`src/rtl/fifo_sync_thr.sv`:
```
// Synchronous FIFO with programmable almost-full/almost-empty thresholds, occupancy and sticky error.
// Define FIFO_FWFT_EN for first-word fall-through reads; the default build uses a registered read.
module fifo_sync_thr #(
    parameter int DATA_WIDTH = 10,
    parameter int ADDR_WIDTH = 3
) (
    input  logic                  clk,
    input  logic                  reset,
    input  logic                  push,
    input  logic [DATA_WIDTH-1:0] data_in,
    input  logic                  pop,
    input  logic [ADDR_WIDTH:0]   thr_af,
    input  logic [ADDR_WIDTH:0]   thr_ae,
    output logic [DATA_WIDTH-1:0] data_out,
    output logic                  valid_out,
    output logic [ADDR_WIDTH:0]   count,
    output logic                  full,
    output logic                  empty,
    output logic                  almost_full,
    output logic                  almost_empty,
    output logic                  error
);

    localparam int                DEPTH   = 2 ** ADDR_WIDTH;
    localparam logic [ADDR_WIDTH:0] DEPTH_C = (ADDR_WIDTH + 1)'(DEPTH);

    logic [DATA_WIDTH-1:0] mem_q [DEPTH];
    logic [ADDR_WIDTH-1:0] wr_ptr_q, wr_ptr_d;
    logic [ADDR_WIDTH-1:0] rd_ptr_q, rd_ptr_d;
    logic [ADDR_WIDTH:0]   count_q, count_d;
    logic                  error_q, error_d;
    logic                  full_s, empty_s;
    logic                  pop_acc_s, push_acc_s;
    logic                  overflow_s, underflow_s;

    // Status flags and handshake acceptance, all derived from the registered occupancy.
    always_comb begin
        full_s       = (count_q == DEPTH_C);
        empty_s      = (count_q == {(ADDR_WIDTH + 1){1'b0}});
        pop_acc_s    = pop & ~empty_s;
        push_acc_s   = push & (~full_s | pop_acc_s);
        overflow_s   = push & full_s & ~pop_acc_s;
        underflow_s  = pop & empty_s;
        full         = full_s;
        empty        = empty_s;
        almost_full  = (count_q >= thr_af);
        almost_empty = (count_q <= thr_ae);
        count        = count_q;
        error        = error_q;
    end

    // Next-state for pointers, occupancy and the sticky error bit.
    always_comb begin
        wr_ptr_d = wr_ptr_q;
        rd_ptr_d = rd_ptr_q;
        count_d  = count_q;
        error_d  = error_q;
        if (push_acc_s) begin
            wr_ptr_d = wr_ptr_q + ADDR_WIDTH'(1);
        end else begin
            wr_ptr_d = wr_ptr_q;
        end
        if (pop_acc_s) begin
            rd_ptr_d = rd_ptr_q + ADDR_WIDTH'(1);
        end else begin
            rd_ptr_d = rd_ptr_q;
        end
        case ({push_acc_s, pop_acc_s})
            2'b10:   count_d = count_q + (ADDR_WIDTH + 1)'(1);
            2'b01:   count_d = count_q - (ADDR_WIDTH + 1)'(1);
            default: count_d = count_q;
        endcase
        if (overflow_s || underflow_s) begin
            error_d = 1'b1;
        end else begin
            error_d = error_q;
        end
    end

    // Control state register.
    always_ff @(posedge clk) begin
        if (!reset) begin
            wr_ptr_q <= {ADDR_WIDTH{1'b0}};
            rd_ptr_q <= {ADDR_WIDTH{1'b0}};
            count_q  <= {(ADDR_WIDTH + 1){1'b0}};
            error_q  <= 1'b0;
        end else begin
            wr_ptr_q <= wr_ptr_d;
            rd_ptr_q <= rd_ptr_d;
            count_q  <= count_d;
            error_q  <= error_d;
        end
    end

    // Storage array; contents deliberately survive reset.
    always_ff @(posedge clk) begin
        if (reset && push_acc_s) begin
            mem_q[wr_ptr_q] <= data_in;
        end
    end

`ifdef FIFO_FWFT_EN
    // Head word is exposed directly; pop only acknowledges it.
    always_comb begin
        data_out  = mem_q[rd_ptr_q];
        valid_out = ~empty_s;
    end
`else
    logic [DATA_WIDTH-1:0] data_out_q, data_out_d;
    logic                  valid_out_q, valid_out_d;

    // Registered read: capture the head word on an accepted pop, otherwise hold.
    always_comb begin
        data_out_d  = data_out_q;
        valid_out_d = 1'b0;
        if (pop_acc_s) begin
            data_out_d  = mem_q[rd_ptr_q];
            valid_out_d = 1'b1;
        end else begin
            data_out_d  = data_out_q;
            valid_out_d = 1'b0;
        end
    end

    // Read output register.
    always_ff @(posedge clk) begin
        if (!reset) begin
            data_out_q  <= {DATA_WIDTH{1'b0}};
            valid_out_q <= 1'b0;
        end else begin
            data_out_q  <= data_out_d;
            valid_out_q <= valid_out_d;
        end
    end

    // Drive ports from the read register.
    always_comb begin
        data_out  = data_out_q;
        valid_out = valid_out_q;
    end
`endif

endmodule

```
`config.mk`:
```
export PLATFORM = sky130hd
export DESIGN_NAME = fifo_sync_thr
export DESIGN_NICKNAME = d
export VERILOG_FILES = /design/src/rtl/fifo_sync_thr.sv
export SDC_FILE = /design/constraint.sdc
export NUM_CORES = 1
export LEC_CHECK = 0
export CELL_PAD_IN_SITES_DETAIL_PLACEMENT = 1
export CELL_PAD_IN_SITES_GLOBAL_PLACEMENT = 1
export CORE_MARGIN = 1.5
export CORE_UTILIZATION = 40
export CTS_CLUSTER_SIZE = 30
export DETAILED_ROUTE_END_ITERATION = 8
export PLACE_DENSITY_LB_ADDON = 0.1
export SYNTH_ARGS = -nofsm -noshare
export SYNTH_HDL_FRONTEND = slang
export SYNTH_SLANG_ARGS = --single-unit
```
`constraint.sdc`:
```
create_clock -name clk -period 3.25 [get_ports clk]
set_input_delay 0.65 -clock clk [delete_from_list [all_inputs] [get_ports clk]]
set_output_delay 0.65 -clock clk [all_outputs]
set_load 0.05 [all_outputs]
```
---- Yosys cells after proc, flatten, opt, wreduce, memory -nomap -nowiden ----
Memories as Yosys holds them, arrays and structs flattened. A register that Yosys moved wholly into a read port is not among the register bits.
Index checks and enable logic that the tools add are counted.
W data, S select, Z words.
cells by class
  $add $sub $neg .......................... 4
  magnitude comparators ................... 2
  eq/ne operators ......................... 3
  muxes and demuxes ....................... 4
  bitwise operators ....................... 9
  reductions and logical operators ........ 5
operators with widths
  kind                   count
  $pmux W4 S2            1
  $add A3 B1 Y3 const B  2
  $and A1 B1 Y1          5
  $add A4 B1 Y4 const B  1
  $eq A4 B4 Y1 const B   1
  $ge A4 B4 Y1           1
  $le A4 B4 Y1           1
  $logic_not A4 Y1       1
  $sub A4 B1 Y4 const B  1
  $mux W1                3
  $not A1 Y1             3
  $eq A2 B1 Y1 const B   1
  $eq A2 B2 Y1 const B   1
  $reduce_bool A2 Y1     1
  $logic_and A1 B1 Y1    1
  $logic_not A1 Y1       1
  $logic_or A1 B1 Y1     1
  $or A1 B1 Y1           1
word-level totals
  bits in registers ....................... 12
  bits in writable memories ............... 80
  input port bits ......................... 22
  memories kept ........................... 1
memory list
  name   depth  width  rd ports  clocked after memory_dff  wr ports  line  text
  mem_q  8      10     1         1                         1         27    logic [DATA_WIDTH-1:0] mem_q [DEPTH];

---- Logic depth before layout (Yosys ltp) ----
  word-level depth ........................ 8
  depth in mapped cells ................... 8
  mapped depth without buffers ............ 7

---- Worst setup path after synthesis ----
Ideal clock, no wire load.
  path kind ............................... register to output
  start ................................... register count_q[1] (netlist: count[1])
  end ..................................... output port almost_empty
  arrival time ............................ 2543 ps
  setup slack ............................. 57 ps
  cell stages (with the launch flop) ...... 6
  path through ............................ dfxtp_1 ha_1 nor2b_1 o21a_1 o21a_1 o21ai_0
on the way
  longest elaborated chain between the ends .. 1
RTL lines
  item                      line  text
  start: declaration        30    logic [ADDR_WIDTH:0] count_q, count_d;
  start signal: assignment  85    count_q <= {(ADDR_WIDTH + 1){1'b0}};
  start signal: assignment  90    count_q <= count_d;
  $le A4 B4 Y1              47    almost_empty = (count_q <= thr_ae);
  end: declaration          20    output logic almost_empty,
Every way passes these cells.

---- Final worst setup path ----
  start ................................... input port thr_ae[1]
  end ..................................... output port almost_empty
on the way
  longest elaborated chain between the ends .. 1
RTL lines
  item                line  text
  start: declaration  13    input logic [ADDR_WIDTH:0] thr_ae,
  $le A4 B4 Y1        47
Every way passes these cells.

==> impl_metrics.ini <==
[power]
p_total_mw = 3.512
vdd_ir_drop_max_uv = 339.2
powerDensity_nw_per_um2 = 695.0
p_sw_mw = 1.230
power.share.switching_pct = 35.04
pwr-share-seq_pct = 45.0
p_leak_nw = 1.709
clockPowerShare_pct = 21.9
power.internal_mw = 2.281
comb_power_share_pct = 33.1

[run_status]
status = completed

[cts]
clock_path_buffers = 2
h-tree-depth = 3
cts_resized = 0
cts_sinks = 102
cts_tree = done
cts_made_buffers = 9
ctsHoldBuffers = 0
clk_pin_slew_ps = 110
post_cts_buffers = 0
clock-root-buffer = clkbuf_8
clock_latency_ps = 370

[detailed_routing]
drt-wirelength-per-cell_um = 19.25
vias = 2426
vias_per_cell = 5.251
ant_nets = 0
post-route-drc-count = 0
wl_um = 8895
initialDrtViolationCount = 66
drtPass1Iterations = 4

[setup_path]
ff2ff_path_depth = 7
cp_data_required_time_ps = 2600
reg2reg_to = count[2]
reg2reg_slack_ps = 820
path_max_fanout = 2
worst_setup_path_start_kind = input pin
end_kind = output port
cp.arrival_ps = 2390
path_class = in2out
r2r-start = count[0]

[placed_design]
place_inst = 446
gp_congestion = 0.7457
port_buffers = 41
place_ws_ps = 202.4
dpl_cell_area_um2 = 4861
dp_hpwl_um = 5794

[floorplan]
start_util_pct = 40.99
die-area_um2 = 11160
io-pin-count = 42
core_area_um2 = 10280
rows = 37
die_w_um = 105.6
fp.dieH_um = 105.6

[timing]
final.setup_skew_ps = 15.03
clock.fmax_mhz = 328.6
timing.hold.ws_ps = 505.4
fin_ws_ps = 206.6
relSlewSlack_pct = 54.25
worst_pin_slew_ps = 685.3
fin_setup_tns_ps = 0
setup_viol = 0
drv_slew = 0
fin_crit_ps = 3043
rsz0062_at_grt = false
hold_violations = 0
min_period_over_period_pct = 93.64

[min_path]
hp-class = reg2reg
hp-start = error
whs_endpoint = error
hold_path_depth = 2

[global_route]
grt.total_usage_pct = 17.66
grt_pass1_vias = 2646
grt_max_degree = 23
antenna_found_initial = 0
grt_first_pass_wirelength_um = 14430
grt_overflow_total = 0

[synthesis]
yosys_register_bits = 102
syn_area_um2 = 4213
synth_async_sr_flop_share_pct = 0
seq_area_frac_synth_pct = 67.48
avgSynthCellArea_um2 = 15.78
syn-instance-count = 267
ys.flop_type = edfxtp_1
synth_cell_types = 50
synth_edf_count = 80
postSynthNetCount = 300
synth_warnings = 0

[final_layout]
post-route-util_pct = 49.16
areaGrowthSynthToFinish_pct = 19.93
stdcell_area_um2 = 5052
instances_no_fill = 462
num_antenna_cells = 0
final_cell_mix = edfxtp_1 (80), clkdlybuf4s50_1 (39), dfxtp_1 (22)
fill_cells = 1010
drive_gt1_share_pct = 20.86
final_common_cell = edfxtp_1
nNetsFinal = 354

[run]
maxCapViolCount = 0
## metal layers
layer | GRT usage (%) | up-vias | share of wire (%) | routed length, um
met2 | 30.44 | 48 | 51 | 4503
met3 | 4.020 | 10 | 3.9 | 347
met1 | 22.18 | 1227 | 44 | 3916
met5 | 0 | - | 0 | 0
met4 | 5.598 | 0 | 1.4 | 128
li1 | - | 1141 | - | -
## how the worst max path moves through the flow
stage / endpoint / from / slack [ps]
after floorplan: almost_empty / count[1] / 60
after global placement: almost_empty / thr_ae[1] / 260
after detailed placement: almost_empty / thr_ae[1] / 200
after CTS: almost_empty / thr_ae[1] / 200
after global routing: almost_empty / thr_ae[1] / 140
final: almost_empty / thr_ae[1] / 210
## sequential cells by signal, summed over array words and instances (netlist names)
signal	cells
count	4
data_out	10
error	1
mem_q	80
rd_ptr_q	3
valid_out	1
wr_ptr_q	3
## area by class of cell
class | count | area (um2) | share of cell area [%]
Sequential cell | 102 | 2843 | 56.27
Multi-Input combinational cell | 141 | 1267 | 25.09
Timing Repair Buffer | 58 | 545.5 | 10.80
Tap cell | 136 | 170.2 | 3.368
Clock buffer | 9 | 123.9 | 2.452
Clock inverter | 7 | 67.56 | 1.337
Inverter | 9 | 35.03 | 0.6934
## power by group through the flow
stage	Sequential (mW)	Clock [mW]	Combinational (mW)
6_report	1.58	0.769	1.16
5_1_grt	1.60	0.842	1.27
2_1_floorplan	1.79	0	0.640
3_5_place_dp	1.61	0	1.18
3_3_place_gp	1.61	0	1.16
4_1_cts	1.58	0.791	1.18
## critical path: stages
cell and delay [ps]:
clkdlybuf4s50_1 450, inv_1 40, ha_1 300, nor2b_1 150, o21a_1 170, o21a_1 160
o21ai_0 290, buf_12 180
## logic make-up (layout without fill, tap and decap cells)
group                      Yosys count  in the layout  synth area share [%]
DFF                                102            102                 67.48
and+or+nand+nor                     60             60                 7.425
AOI/OAI and AO/OA                   42             42                 6.415
muxes                               24             24                 11.70
buffers and inverters               24             83                 2.880
adders and majority gates           11             11                 3.267
xor gates and xnor gates             4              4                0.8318
## synth_stat cells, types with 2 or more instances
cell type / n / share of area, %
inv_1: 8 / 0.71
nor2b_1: 3 / 0.45
xor2_1: 3 / 0.62
a31oi_1: 2 / 0.30
mux4_2: 20 / 11
nand2_1: 8 / 0.71
o21ai_1: 4 / 0.48
mux2_2: 2 / 0.53
nand2b_1: 4 / 0.59
nand4_1: 2 / 0.30
a21o_1: 3 / 0.53
edfxtp_1: 80 / 57
nor3_1: 6 / 0.71
clkbuf_1: 4 / 0.36
o21ai_0: 11 / 1.3
nor2_1: 21 / 1.9
o21a_1: 2 / 0.36
dfxtp_1: 22 / 10
ha_1: 11 / 3.3
mux2i_1: 2 / 0.48
buf_4: 2 / 0.36
nand3_1: 3 / 0.36
buf_2: 5 / 0.59
o211ai_1: 2 / 0.36
buf_6: 2 / 0.53
o22ai_1: 10 / 1.5
nor4_1: 2 / 0.30
Power figures use the tool's default switching activity.
